`src/rtl/rom_read_arbiter.sv`:
```
// rtl/rom_read_arbiter.sv - round-robin arbiter sharing one ROM read port; optional ROM_ARB_STATS_EN counters
module rom_read_arbiter #(
    parameter int WIDTH   = 32,
    parameter int NUM_REQ = 4
) (
    input  logic                     clk,
    input  logic                     reset,
    input  logic                     flush,
    input  logic [NUM_REQ-1:0]       req_valid,
    input  logic [NUM_REQ*WIDTH-1:0] req_addr,
    output logic [NUM_REQ-1:0]       req_ready,
    output logic [NUM_REQ-1:0]       rsp_valid,
    output logic [WIDTH-1:0]         rsp_data,
    output logic                     busy,
    output logic                     rom_en,
    output logic                     rom_flush,
    output logic [WIDTH-1:0]         rom_addr,
    input  logic [WIDTH-1:0]         rom_rd
`ifdef ROM_ARB_STATS_EN
    ,
    output logic [NUM_REQ*16-1:0]    grant_cnt,
    output logic [15:0]              stall_cnt
`endif
);

    localparam int IDX_W = $clog2(NUM_REQ);

    typedef enum logic {
        IDLE = 1'b0,
        PEND = 1'b1
    } state_t;

    state_t           state_q, state_d;
    logic [IDX_W-1:0] rr_ptr_q, rr_ptr_d;
    logic [IDX_W-1:0] tag_q, tag_d;

    logic             grant;
    logic [IDX_W-1:0] win;
    logic [IDX_W:0]   scan_idx;
    logic             pend_vis;
    logic             rsp_on;

    // Scan requesters starting at rr_ptr, wrapping explicitly at NUM_REQ; first valid one wins
    always_comb begin
        grant    = 1'b0;
        win      = '0;
        scan_idx = '0;
        for (int k = 0; k < NUM_REQ; k++) begin
            scan_idx = {1'b0, rr_ptr_q} + (IDX_W+1)'(k);
            if (scan_idx >= (IDX_W+1)'(NUM_REQ)) begin
                scan_idx = scan_idx - (IDX_W+1)'(NUM_REQ);
            end
            if (!grant && !reset && !flush && req_valid[scan_idx[IDX_W-1:0]]) begin
                grant = 1'b1;
                win   = scan_idx[IDX_W-1:0];
            end
        end
    end

    // State, pointer and tag registers
    always_ff @(posedge clk) begin
        if (reset) begin
            state_q  <= IDLE;
            rr_ptr_q <= '0;
            tag_q    <= '0;
        end else begin
            state_q  <= state_d;
            rr_ptr_q <= rr_ptr_d;
            tag_q    <= tag_d;
        end
    end

    // Next state: a grant (only possible without flush/reset) keeps or enters PEND
    always_comb begin
        state_d  = IDLE;
        rr_ptr_d = rr_ptr_q;
        tag_d    = tag_q;
        if (grant) begin
            state_d = PEND;
            tag_d   = win;
            if (win == IDX_W'(NUM_REQ - 1)) begin
                rr_ptr_d = '0;
            end else begin
                rr_ptr_d = win + IDX_W'(1);
            end
        end
    end

    // Grant side and response side outputs; a flush in the response cycle suppresses it
    always_comb begin
        pend_vis  = (state_q == PEND) && !reset;
        rsp_on    = pend_vis && !flush;
        req_ready = grant ? (NUM_REQ'(1) << win) : '0;
        rom_en    = grant;
        rom_addr  = grant ? req_addr[win*WIDTH +: WIDTH] : '0;
        rom_flush = flush;
        busy      = pend_vis;
        rsp_valid = rsp_on ? (NUM_REQ'(1) << tag_q) : '0;
        rsp_data  = rsp_on ? rom_rd : '0;
    end

`ifdef ROM_ARB_STATS_EN
    logic [15:0] grant_cnt_q [NUM_REQ];
    logic [15:0] stall_cnt_q;

    // Saturating grant and stall counters; only reset clears them
    always_ff @(posedge clk) begin
        if (reset) begin
            for (int k = 0; k < NUM_REQ; k++) begin
                grant_cnt_q[k] <= '0;
            end
            stall_cnt_q <= '0;
        end else begin
            for (int k = 0; k < NUM_REQ; k++) begin
                if (req_ready[k] && (grant_cnt_q[k] != 16'hFFFF)) begin
                    grant_cnt_q[k] <= grant_cnt_q[k] + 16'd1;
                end
            end
            if ((req_valid != '0) && !grant && (stall_cnt_q != 16'hFFFF)) begin
                stall_cnt_q <= stall_cnt_q + 16'd1;
            end
        end
    end

    for (genvar g = 0; g < NUM_REQ; g++) begin : g_cnt_out
        assign grant_cnt[g*16 +: 16] = grant_cnt_q[g];
    end
    assign stall_cnt = stall_cnt_q;
`else
    // Statistics disabled: no counters or extra ports
`endif

endmodule

```
`config.mk`:
```
export PLATFORM = sky130hd
export DESIGN_NAME = rom_read_arbiter
export DESIGN_NICKNAME = d
export VERILOG_FILES = /design/src/rtl/rom_read_arbiter.sv
export SDC_FILE = /design/constraint.sdc
export NUM_CORES = 1
export LEC_CHECK = 0
export BUFFER_PORTS_ARGS = -buffer_cell sky130_fd_sc_hd__buf_2
export CAP_MARGIN = 10
export CORE_UTILIZATION = 25
export DETAILED_ROUTE_END_ITERATION = 7
export GPL_TIMING_DRIVEN = 0
export MAX_ROUTING_LAYER = met4
export PLACE_DENSITY_LB_ADDON = 0.12
export SETUP_SLACK_MARGIN = 0.02
export SLEW_MARGIN = 40
export SYNTH_ARGS = -nofsm -noshare
export SYNTH_HDL_FRONTEND = slang
export SYNTH_SLANG_ARGS = --single-unit
```
`constraint.sdc`:
```
create_clock -name clk -period 2.6 [get_ports clk]
set_input_delay 0.78 -clock clk [delete_from_list [all_inputs] [get_ports clk]]
set_output_delay 0.78 -clock clk [all_outputs]
set_load 0.03 [all_outputs]
```
==> results.txt <==
worst-path fanout max - 7
worst reg2reg startpoint - rr_ptr_q[0]
All-Layer GR Usage - 0.202
post-synthesis cell area - 0.00226 mm²
Antenna Violating Nets Remaining - 0
Tmin final - 3230 ps
max frequency - 0.310 GHz
ratio of routed vias to standard cells - 4.94
fraction of synthesis flops using an asynchronous set or reset pin - 0
Critical Path Slowest Stage Cell - nor3_2
DRT Pass-1 Iters - 4
Startpoint Class - input pin
aggregate routed wire length - 10.0 mm
Worst Min Path Start - tag_q[0]
arrival time reported for the critical path endpoint - 2450 ps
library cell used as clock root buffer - clkbuf_8
fin worst setup slack - -629 ps
Detail Placement HPWL - 7.54 mm
core footprint - 0.00872 mm²
DIE HEIGHT - 97.1 µm
per-instance average area after synthesis - 7.02 µm²
type of the most critical hold path - register to register
register-to-register setup slack - 450 ps
violated checks - negative setup slack
Worst IR Drop VDD - 110 µV
1st-iter DRT viols - 60
Row Count - 34
Starting Density - 0.259
FF-to-FF End - tag_q[1]
final-layout worst hold slack - 502 ps
endpoint kind of the worst setup timing path - output pin
WL/cell - 14.2 µm
critical path data required time - 1820 ps
die boundary width - 97.1 µm
setup_tns - -20,630 ps
proportion of synthesized chip area in sequential cells - 0.0443
number of CTS-inserted buffers - 3
post-route clock period utilization - 1.24
Worst R2R Path Depth - 10
Worst Skew - 2.64 ps
unrepaired setup endpoints after global routing - yes
vias in the first global route - 3,263
count of input and output buffers - 241
number of antenna violations at the first check in global routing - 0
most frequently used flop master after synthesis - dfxtp_1
max-slew headroom at the worst pin - 0.710
number of antenna diodes - 0
routed via count - 3,491
number of H-tree levels - 1
Largest delay share family, worst path - buffers and inverters
final-stage net count - 767
routability congestion estimate - 0.768
run status - finished, violations left
list of cells traversed by the critical path - buf_8, buf_4, nor3_2, a21oi_2, nor3_2, o21a_1, buf_12, buf_12, buf_16, mux2i_4, buf_6
count of synthesis-stage warnings from yosys - 0
terminating pin of the worst hold path - tag_q[0]
number of max-capacitance violations reported - 0
area growth from synthesis to layout - 116%
Boundary Pins - 242
EDFF count, synth - 0
share of layout cells above drive strength 1 - 0.629
category of the critical setup timing path - input pin to output pin
wire length of the first global-routing pass - 15.6 mm
GRT Residual Overflow - 0
net count of the mapped netlist - 489
hold-critical path depth - 2
Worst Tran Pin Value - 435 ps
largest stage delay on the critical path - 240 ps
die area - 0.00943 mm²
Final setup viols - 36
clock transition at the register clock pins on the worst setup and hold paths after CTS - 30 ps
critical path buffer and inverter count - 6
DRC violations left - 0
pin count of the biggest net entering global routing - 11
Clock Path Buffers - 2
power per cell area - 220 mW/mm²
post-synth cell types - 37
number of synthesized register bits - 5
post-synthesis cell count - 322
leakage power - 2.72 nW
CTS tree - yes
clock net sink count - 5
pins over their slew limit - 0
endpoints failing hold - 0
Worst-Skew Late Latency - 220 ps
==> cells in the final DEF, fill, tap and decap left out, types with 3 or more instances in the layout <==
cell,Yosys,layout
and4_1,32,32
nand2_1,6,5
buf_8,1,3
buf_12,2,9
o21a_1,3,3
clkbuf_2,0,5
mux2i_4,0,28
buf_4,1,30
o21ai_1,2,24
inv_1,34,34
nor2_4,1,3
o21ai_0,32,5
clkbuf_8,0,3
o21ai_2,0,4
mux2i_1,64,24
mux2i_2,0,12
a31oi_1,32,32
and3_1,35,34
clkbuf_4,0,7
buf_2,21,206
clkbuf_1,12,5
buf_6,2,46
dfxtp_1,5,5
==> cell families after synthesis <==
| kind of cell | after synthesis | synth area share |
|---|---|---|
| mux | 64 | 0.283 |
| buf+inv | 75 | 0.164 |
| flops | 5 | 0.0443 |
| compound gates | 79 | 0.210 |
| simple gates | 99 | 0.299 |
==> worst max path at each step <==
stage                            start      endpoint  slack, ps  cells past startpoint
after floorplan           req_valid[0]  rom_addr[10]       -360                      7
after global placement    req_valid[2]   rom_addr[9]       -730                      9
after detailed placement         reset  rom_addr[25]       -750                      9
after CTS                 req_valid[0]  rom_addr[11]       -620                     10
after global routing      req_valid[0]  rom_addr[15]       -690                     11
final                     req_valid[0]  rom_addr[15]       -630                     11
==> synthesized netlist by cell type (2+ instances only) <==
cell type	number	area, µm²
buf_12	2	40.0
buf_6	2	22.5
nand2_1	6	22.5
buf_2	21	105
nand2b_1	2	12.5
o21ai_1	2	10.0
clkbuf_1	12	45.0
o21a_1	3	22.5
nor2b_1	4	25.0
a31oi_1	32	200
dfxtp_1	5	100
nor3_1	4	20.0
nor2_1	6	22.5
a21oi_1	4	20.0
mux2i_1	64	641
and4_1	32	280
inv_2	2	7.51
and2_1	2	12.5
o21ai_0	32	160
inv_1	34	128
and3_1	35	219
==> worst reg2reg max path, stage by stage (launching register included) <==
cell and delay, ps:
dfxtp_1 580, inv_2 110, or3_4 410, o2111ai_4 100
o21a_1 190, buf_12 160, buf_12 110, buf_12 130
buf_6 110, buf_4 100, a21oi_1 40
==> where the power goes <==
part	internal, W	total, W	switching, W
Combinational	0.000420	0.000840	0.000420
Sequential	0.0000822	0.0000923	0.0000101
Clock	0.000105	0.000142	0.0000371
Total	0.000608	0.00107	0.000467
==> metrics by stage <==
step	instances	power, W	area [µm²]	utilization	setup WS, ps
after floorplan	322	0.000524	2640	-	-360
after global placement	671	0.000752	3980	0.456	-726
after detailed placement	671	0.000759	3980	0.456	-755
after CTS	698	0.00105	4720	0.541	-615
after global routing	707	0.00114	4880	0.559	-694
final	707	0.00107	4880	0.559	-629
==> final cells by class <==
cell class	instances	area, µm²
fill	817	3840
multi-input combinational	242	2310
timing repair buffer	274	1840
buffer	38	303
inverter	36	138
tap	108	135
sequential	5	100
clock buffer	4	45.0
==> flip-flops by register name, indices dropped and copies added (netlist names) <==
signal and flops:
rr_ptr_q 2, tag_q 2, state_q 1
==> routing by layer <==
layer / part of all wire / track usage / vias to the layer above
met4: 0.0093 / 0.0241 / 0
met5: 0 / - / -
li1: - / - / 1756
met1: 0.40 / 0.247 / 1567
met2: 0.52 / 0.365 / 160
met3: 0.063 / 0.0216 / 8
==> repair_timing <==
action                     in CTS  in global routing
setup endpoints to repair      67                 39
pin swaps                       8                  5
cloned                          3                  0
hold buffers                    0                  0
resized for setup             145                 49
setup buffers                  20                 12
(Power assumes the default switching activity.)
